**config.mk**
```make
export PLATFORM = sky130hd
export DESIGN_NAME = instr_fetch_ctrl_flat
export DESIGN_NICKNAME = d
export VERILOG_FILES = /design/src/rtl/fetch_pkg.sv /design/src/rtl/instr_fetch_ctrl_if.sv /design/src/rtl/fetch_timeout_cnt.sv /design/src/rtl/instr_fetch_ctrl.sv /design/src/flat_wrapper.sv
export SDC_FILE = /design/constraint.sdc
export NUM_CORES = 1
export LEC_CHECK = 0
export CAP_MARGIN = 20
export CORE_MARGIN = 1.5
export CORE_UTILIZATION = 50
export DETAILED_ROUTE_END_ITERATION = 6
export PLACE_DENSITY = 0.83
export REMOVE_ABC_BUFFERS = 1
export SETUP_SLACK_MARGIN = 0.2
export SYNTH_ARGS = -nofsm -noshare
export SYNTH_HDL_FRONTEND = slang
export SYNTH_SLANG_ARGS = --single-unit
```
**constraint.sdc**
```tcl
create_clock -name clk -period 2.8 [get_ports clk]
set_input_delay 0.56 -clock clk [delete_from_list [all_inputs] [get_ports clk]]
set_output_delay 0.56 -clock clk [all_outputs]
set_load 0.01 [all_outputs]
```
**src/rtl/fetch_pkg.sv**
```systemverilog
// Shared definitions for the instruction fetch controller.
package fetch_pkg;

    typedef enum logic [1:0] {
        IDLE  = 2'd0,
        WAIT  = 2'd1,
        DRAIN = 2'd2
    } fetch_state_t;

    // Instruction presented whenever no valid fetch result is available.
    localparam logic [15:0] DEFAULT_NOP = 16'h0800;

endpackage

```
**src/rtl/instr_fetch_ctrl_if.sv**
```systemverilog
// Backing instruction memory read bus: controller is master, memory is slave.
interface instr_fetch_ctrl_if #(
    parameter int ADDR_W = 16,
    parameter int DATA_W = 16
);

    logic              mem_rd;
    logic [ADDR_W-1:0] mem_addr;
    logic [DATA_W-1:0] mem_data;
    logic              mem_done;

    modport master (output mem_rd, mem_addr, input mem_data, mem_done);
    modport slave  (input mem_rd, mem_addr, output mem_data, mem_done);

endinterface

```
**src/rtl/fetch_timeout_cnt.sv**
```systemverilog
// Watchdog counter for an outstanding memory read; tc marks the last allowed cycle.
module fetch_timeout_cnt #(
    parameter int unsigned TIMEOUT = 32
) (
    input  logic clk,
    input  logic rst,
    input  logic clr,
    input  logic en,
    output logic tc
);

    localparam int unsigned CNT_W = $clog2(TIMEOUT);

    logic [CNT_W-1:0] count;

    // Count waited cycles, saturating at the terminal value.
    always_ff @(posedge clk) begin
        if (!rst || clr) begin
            count <= '0;
        end else if (en && !tc) begin
            count <= count + 1'b1;
        end
    end

    assign tc = (count == CNT_W'(TIMEOUT - 1));

endmodule

```
**src/rtl/instr_fetch_ctrl.sv**
```systemverilog
// Instruction fetch controller: one-entry hit buffer in front of a multi-cycle
// instruction memory, with redirect flush, watchdog timeout and PC stall.
module instr_fetch_ctrl
    import fetch_pkg::*;
#(
    parameter int              ADDR_W    = 16,
    parameter int              DATA_W    = 16,
    parameter logic [DATA_W-1:0] NOP_INSTR = DATA_W'(DEFAULT_NOP),
    parameter int unsigned     TIMEOUT   = 32
) (
    input  logic                clk,
    input  logic                rst,
    input  logic [ADDR_W-1:0]   instr_addr,
    input  logic                fetch_en,
    input  logic                flush,
    input  logic                halt,
    input  logic                inv,
    instr_fetch_ctrl_if.master  mem,
    output logic [DATA_W-1:0]   instr,
    output logic                instr_valid,
    output logic                stall,
    output logic                err
);

    fetch_state_t      state;
    logic              buf_valid;
    logic [ADDR_W-1:0] buf_tag;
    logic [DATA_W-1:0] buf_data;
    logic [ADDR_W-1:0] req_addr;
    logic              hit;
    logic              fetch_req;
    logic              tc;

    assign hit       = buf_valid && (buf_tag == instr_addr);
    assign fetch_req = fetch_en && !halt && !flush;

    // Counter idles at zero and runs across WAIT and DRAIN of one access.
    fetch_timeout_cnt #(.TIMEOUT(TIMEOUT)) u_timeout (
        .clk (clk),
        .rst (rst),
        .clr (state == IDLE),
        .en  (state != IDLE),
        .tc  (tc)
    );

    // Hold the PC while a miss is being issued or a read is still outstanding.
    always_comb begin
        stall = 1'b0;
        case (state)
            IDLE:    stall = fetch_req && !instr_addr[0] && !hit;
            WAIT:    stall = !mem.mem_done;
            DRAIN:   stall = 1'b1;
            default: stall = 1'b0;
        endcase
    end

    // Fetch FSM with registered memory strobe, instruction and pulse outputs.
    always_ff @(posedge clk) begin
        if (!rst) begin
            state        <= IDLE;
            instr        <= NOP_INSTR;
            instr_valid  <= 1'b0;
            err          <= 1'b0;
            mem.mem_rd   <= 1'b0;
            mem.mem_addr <= '0;
            buf_valid    <= 1'b0;
            buf_tag      <= '0;
            buf_data     <= '0;
            req_addr     <= '0;
        end else begin
            instr_valid <= 1'b0;
            err         <= 1'b0;
            mem.mem_rd  <= 1'b0;
            case (state)
                IDLE: begin
                    if (fetch_req) begin
                        if (instr_addr[0]) begin
                            instr       <= NOP_INSTR;
                            instr_valid <= 1'b1;
                            err         <= 1'b1;
                        end else if (hit) begin
                            instr       <= buf_data;
                            instr_valid <= 1'b1;
                        end else begin
                            mem.mem_rd   <= 1'b1;
                            mem.mem_addr <= instr_addr;
                            req_addr     <= instr_addr;
                            state        <= WAIT;
                        end
                    end
                end
                WAIT: begin
                    if (mem.mem_done) begin
                        if (!flush) begin
                            buf_valid   <= 1'b1;
                            buf_tag     <= req_addr;
                            buf_data    <= mem.mem_data;
                            instr       <= mem.mem_data;
                            instr_valid <= 1'b1;
                        end
                        state <= IDLE;
                    end else if (tc) begin
                        // A simultaneous redirect suppresses the NOP delivery.
                        err <= 1'b1;
                        if (!flush) begin
                            instr       <= NOP_INSTR;
                            instr_valid <= 1'b1;
                        end
                        state <= IDLE;
                    end else if (flush) begin
                        state <= DRAIN;
                    end
                end
                DRAIN: begin
                    if (mem.mem_done) begin
                        state <= IDLE;
                    end else if (tc) begin
                        err   <= 1'b1;
                        state <= IDLE;
                    end
                end
                default: state <= IDLE;
            endcase
            // Invalidate last so it overrides a fill on the same edge.
            if (inv) begin
                buf_valid <= 1'b0;
            end
        end
    end

endmodule

```
**src/flat_wrapper.sv**
```systemverilog
// flat-port wrapper written by rule: the top's interface ports become plain ports
module instr_fetch_ctrl_flat import fetch_pkg::*;
#(
    parameter int              ADDR_W    = 16,
    parameter int              DATA_W    = 16,
    parameter logic [DATA_W-1:0] NOP_INSTR = DATA_W'(DEFAULT_NOP),
    parameter int unsigned     TIMEOUT   = 32
)
  (clk, rst, instr_addr, fetch_en, flush, halt, inv, instr, instr_valid, stall, err, mem_mem_rd, mem_mem_addr, mem_mem_data, mem_mem_done);
  instr_fetch_ctrl_if #(.ADDR_W(ADDR_W), .DATA_W(DATA_W)) mem_i ();
  input  logic clk;
  input  logic rst;
  input  logic [ADDR_W-1:0] instr_addr;
  input  logic fetch_en;
  input  logic flush;
  input  logic halt;
  input  logic inv;
  output logic [DATA_W-1:0] instr;
  output logic instr_valid;
  output logic stall;
  output logic err;
  output wire logic [$bits(mem_i.mem_rd)-1:0] mem_mem_rd;
  output wire logic [$bits(mem_i.mem_addr)-1:0] mem_mem_addr;
  input wire logic [$bits(mem_i.mem_data)-1:0] mem_mem_data;
  input wire logic [$bits(mem_i.mem_done)-1:0] mem_mem_done;
  assign mem_mem_rd = mem_i.mem_rd;
  assign mem_mem_addr = mem_i.mem_addr;
  assign mem_i.mem_data = mem_mem_data;
  assign mem_i.mem_done = mem_mem_done;
  instr_fetch_ctrl #(.ADDR_W(ADDR_W), .DATA_W(DATA_W), .NOP_INSTR(NOP_INSTR), .TIMEOUT(TIMEOUT)) u_core (.clk(clk), .rst(rst), .instr_addr(instr_addr), .fetch_en(fetch_en), .flush(flush), .halt(halt), .inv(inv), .mem(mem_i), .instr(instr), .instr_valid(instr_valid), .stall(stall), .err(err));
endmodule
```
==> results.md <==
- Synth Area in Compound Gates: 18.37%
- Worst VDD drop: 0.3057 mV
- Drt first pass iters: 5
- Pwr Density: 441.0 nW/um2
- Synth area leader: dfxtp_1
- Leakage power: 1.780 nW
- Crit Path Category: in -> out
- Root buf cell: clkbuf_8
- Synth Area in XOR/XNOR: 4.753%
- Initial antenna violation count: 0
- Netlist cell types: 41
- GRT Total Usage: 23.83%
- Most frequent cells after synthesis: nand2_1 (111), dfxtp_1 (73), a21boi_0 (32)
- Fin Hold WS: 0.4663 ns
- DRC: 0
- # setup viols final: 0
- Core area: 6386 um2
- Clk sink count: 73
- Peak per-stage delay on the critical path: 0.35 ns
- Unrepaired setup endpoints after global routing: false
- Syn avg cell area: 8.941 um2
- Post-Syn Area: 3317 um2
- ANT nets after route: 0
- Tcrit/Tclk final: 93.29%
- CP Data Arrival Time: 2.05 ns
- Clk_skew: 0.007024 ns
- CP Capture Type: primary output
- CTS tree: yes
- Most common cell in the netlist: nand2_1
- Setup crit start kind: input port
- Final hold vios: 0
- Nets: 520
- Main combinational cell family by area after synthesis: simple AND/OR/NAND/NOR gates
- Fraction of layout cells with a size suffix above 1: 22.18%
- Seq cells post-synth: 73
- Via Count: 3011
- Adder-Cell Fraction of Synth Area: 2.263%
- Largest net degree at the start of global routing: 48
- Post-synth EDFFs: 0
- Synth Instances: 371
- Slew HR: 18.27%
- Ys flop type: dfxtp_1
- Chip width: 84.45 um
- Clock latency on the worst-skew pair: 0.34 ns
- Min Clock Period, post-route: 2.612 ns
- Die outline height: 84.45 um
- Ys async rst share: 0%
- Worst-margin pin slew: 1.219 ns
- CP required: 2.24 ns
- Cell Chain, Critical Path: dlygate4sd2_1, xnor2_2, nand4_1, nor4_4, nor3b_4, o21ba_2, buf_2
- Fmax achieved: 382.8 MHz
- GPL Wtd Cong: 0.8566
- Die area: 7132 um2
- Max FO, Critical Path: 2
- Max clock buf depth: 2
- Final HPWL DP: 5049 um
- Status: complete, no violations
- CP Buf/Inv Count: 2
- Num CTS Buffers: 9
- Hold Path Class: reg -> reg
- Delay-heaviest family, CP: simple AND/OR/NAND/NOR gates
- Final WL: 8735 um
- Global-route wire length before repair: 13660 um
- Row cnt: 29
- Sequential fraction of the synthesis area: 44.06%
- Post-synthesis simple-gate area fraction: 20.11%
- Area grow syn2layout: 40.85%
- Top cells by area, synth: dfxtp_1 (44%), nand2_1 (13%), a21boi_0 (7.2%), mux2i_1 (5.4%), o221a_2 (5.1%)
- Initial Util: 51.94%
- Post-synthesis mux area share: 5.432%
- DR vias/cell: 5.425
- Post-layout utilization of the core: 73.16%
- Wire per inst: 15.74 um
- Diodes inserted: 0
- Overflow after GRT: 0
- Final Slew Violations: 0
- YS warnings: 0
- Initial DRC Count: 116
- H-tree levels: 3
- Number of max-cap violations: 0
- Synth top area share: 44.06%
- Vias in the first global route: 2837
- I/O pin total: 75
- Clk slew on worst S/H paths: 0.07 ns
- Worst path slowest cell: nor4_4
- Count of input and output buffers: 73
==> cell type report <==
| class | count | area, um2 |
|---|---|---|
| Clock buffer | 10 | 127.6 |
| Clock inverter | 4 | 22.52 |
| Fill cell | 469 | 1714 |
| Inverter | 5 | 18.77 |
| Multi-Input combinational cell | 266 | 1853 |
| Sequential cell | 73 | 1464 |
| Tap cell | 77 | 96.34 |
| Timing Repair Buffer | 120 | 1090 |
==> cell usage in the layout, fill, tap and decap left out, drive strengths merged, types with 2 or more instances in the layout <==
cell type | synthesis | layout
mux2i | 18 | 18
nand2b | 2 | 2
inv | 5 | 5
nand2 | 111 | 111
o221a | 15 | 15
clkbuf | 19 | 15
and3 | 2 | 2
nor3b | 4 | 4
a22oi | 15 | 15
ha | 6 | 6
clkdlybuf4s50 | 0 | 55
nand4 | 8 | 8
clkinv | 0 | 3
and2 | 4 | 4
buf | 8 | 48
a21boi | 32 | 32
nor4 | 2 | 2
o21ai | 5 | 5
nor2b | 2 | 2
xnor2 | 16 | 16
dfxtp | 73 | 73
dlygate4sd2 | 0 | 11
xor2 | 2 | 2
nor2 | 9 | 9
==> power by group <==
part           internal (mW)  switching (mW)  total [mW]
clock network          0.307           0.372       0.680
logic                  0.171           0.136       0.307
registers               1.06          0.0138        1.07
==> state kept, by name, indices dropped and copies added (netlist names) <==
register	cells
u_core.state	2
u_core.mem.mem_rd	1
u_core.u_timeout.count	5
u_core.err	1
u_core.buf_data	16
u_core.req_addr	15
u_core.instr	16
u_core.instr_valid	1
u_core.buf_valid	1
u_core.buf_tag	15
==> what timing repair did <==
action                                  4_1_cts  5_1_grt
pin swaps                                    10       12
gates resized for setup                      31       22
endpoints found under the setup margin        1       17
setup buffers                                21        7
cloned                                        0        1
hold buffers                                  0        0
==> final timing paths <==
| kind | startpoint | slack, ns | to | depth (start not counted) |
|---|---|---|---|---|
| setup / recovery | instr_addr[10] | 0.19 | stall | 7 |
| hold / removal | u_core.buf_data[12] | 0.47 | u_core.buf_data[12] | 2 |
| setup reg to reg | u_core.buf_tag[15] | 0.23 | u_core.instr[1] | 14 |
| hold reg to reg | u_core.buf_data[12] | 0.47 | u_core.buf_data[12] | 2 |
==> worst reg2reg max path, stage by stage, from the launching register on <==
cell and delay, ns:
dfxtp_2 0.34, xnor2_2 0.14, buf_4 0.14, buf_4 0.12, buf_4 0.12, buf_4 0.12, buf_4 0.12, buf_4 0.12
buf_4 0.12, buf_4 0.12, nand4_1 0.11, nor4_2 0.06, o31a_2 0.39, clkbuf_16 0.18, o221a_2 0.26
==> logic make-up after synthesis <==
group / count (synthesis)
AND/OR/NAND/NOR: 149
AO/OA/AOI/OAI: 74
flip-flops: 73
buffers and inverters: 32
XOR/XNOR: 18
multiplexers: 18
adder cells (fa/ha/maj): 6
other: 1
==> through the flow <==
| step | TNS (ns) | cells | setup slack (ns) | power, mW | cell area, um2 |
|---|---|---|---|---|---|
| 6_report | 0 | 555 | 0.1879 | 2.060 | 4672 |
| 3_5_place_dp | -0.4966 | 512 | -0.3206 | 1.351 | 4149 |
| 4_1_cts | 0 | 547 | 0.1607 | 2.041 | 4514 |
| 5_1_grt | 0 | 555 | 0.1284 | 2.147 | 4672 |
| 3_3_place_gp | -0.3173 | 512 | -0.3173 | 1.346 | 4149 |
| 2_1_floorplan | -0.03720 | 344 | -0.03720 | 1.193 | 3173 |
==> layer usage <==
| metal | up-vias | wire, um | global-route usage (%) | part of all wire, % |
|---|---|---|---|---|
| li1 | 1478 | - | - | - |
| met1 | 1409 | 3677 | 29.12 | 42 |
| met2 | 99 | 4268 | 39.49 | 49 |
| met3 | 25 | 501 | 7.080 | 5.7 |
| met4 | 0 | 288 | 9.677 | 3.3 |
| met5 | - | 0 | 0 | 0 |
Note: power is estimated with default switching activity, not from simulation.
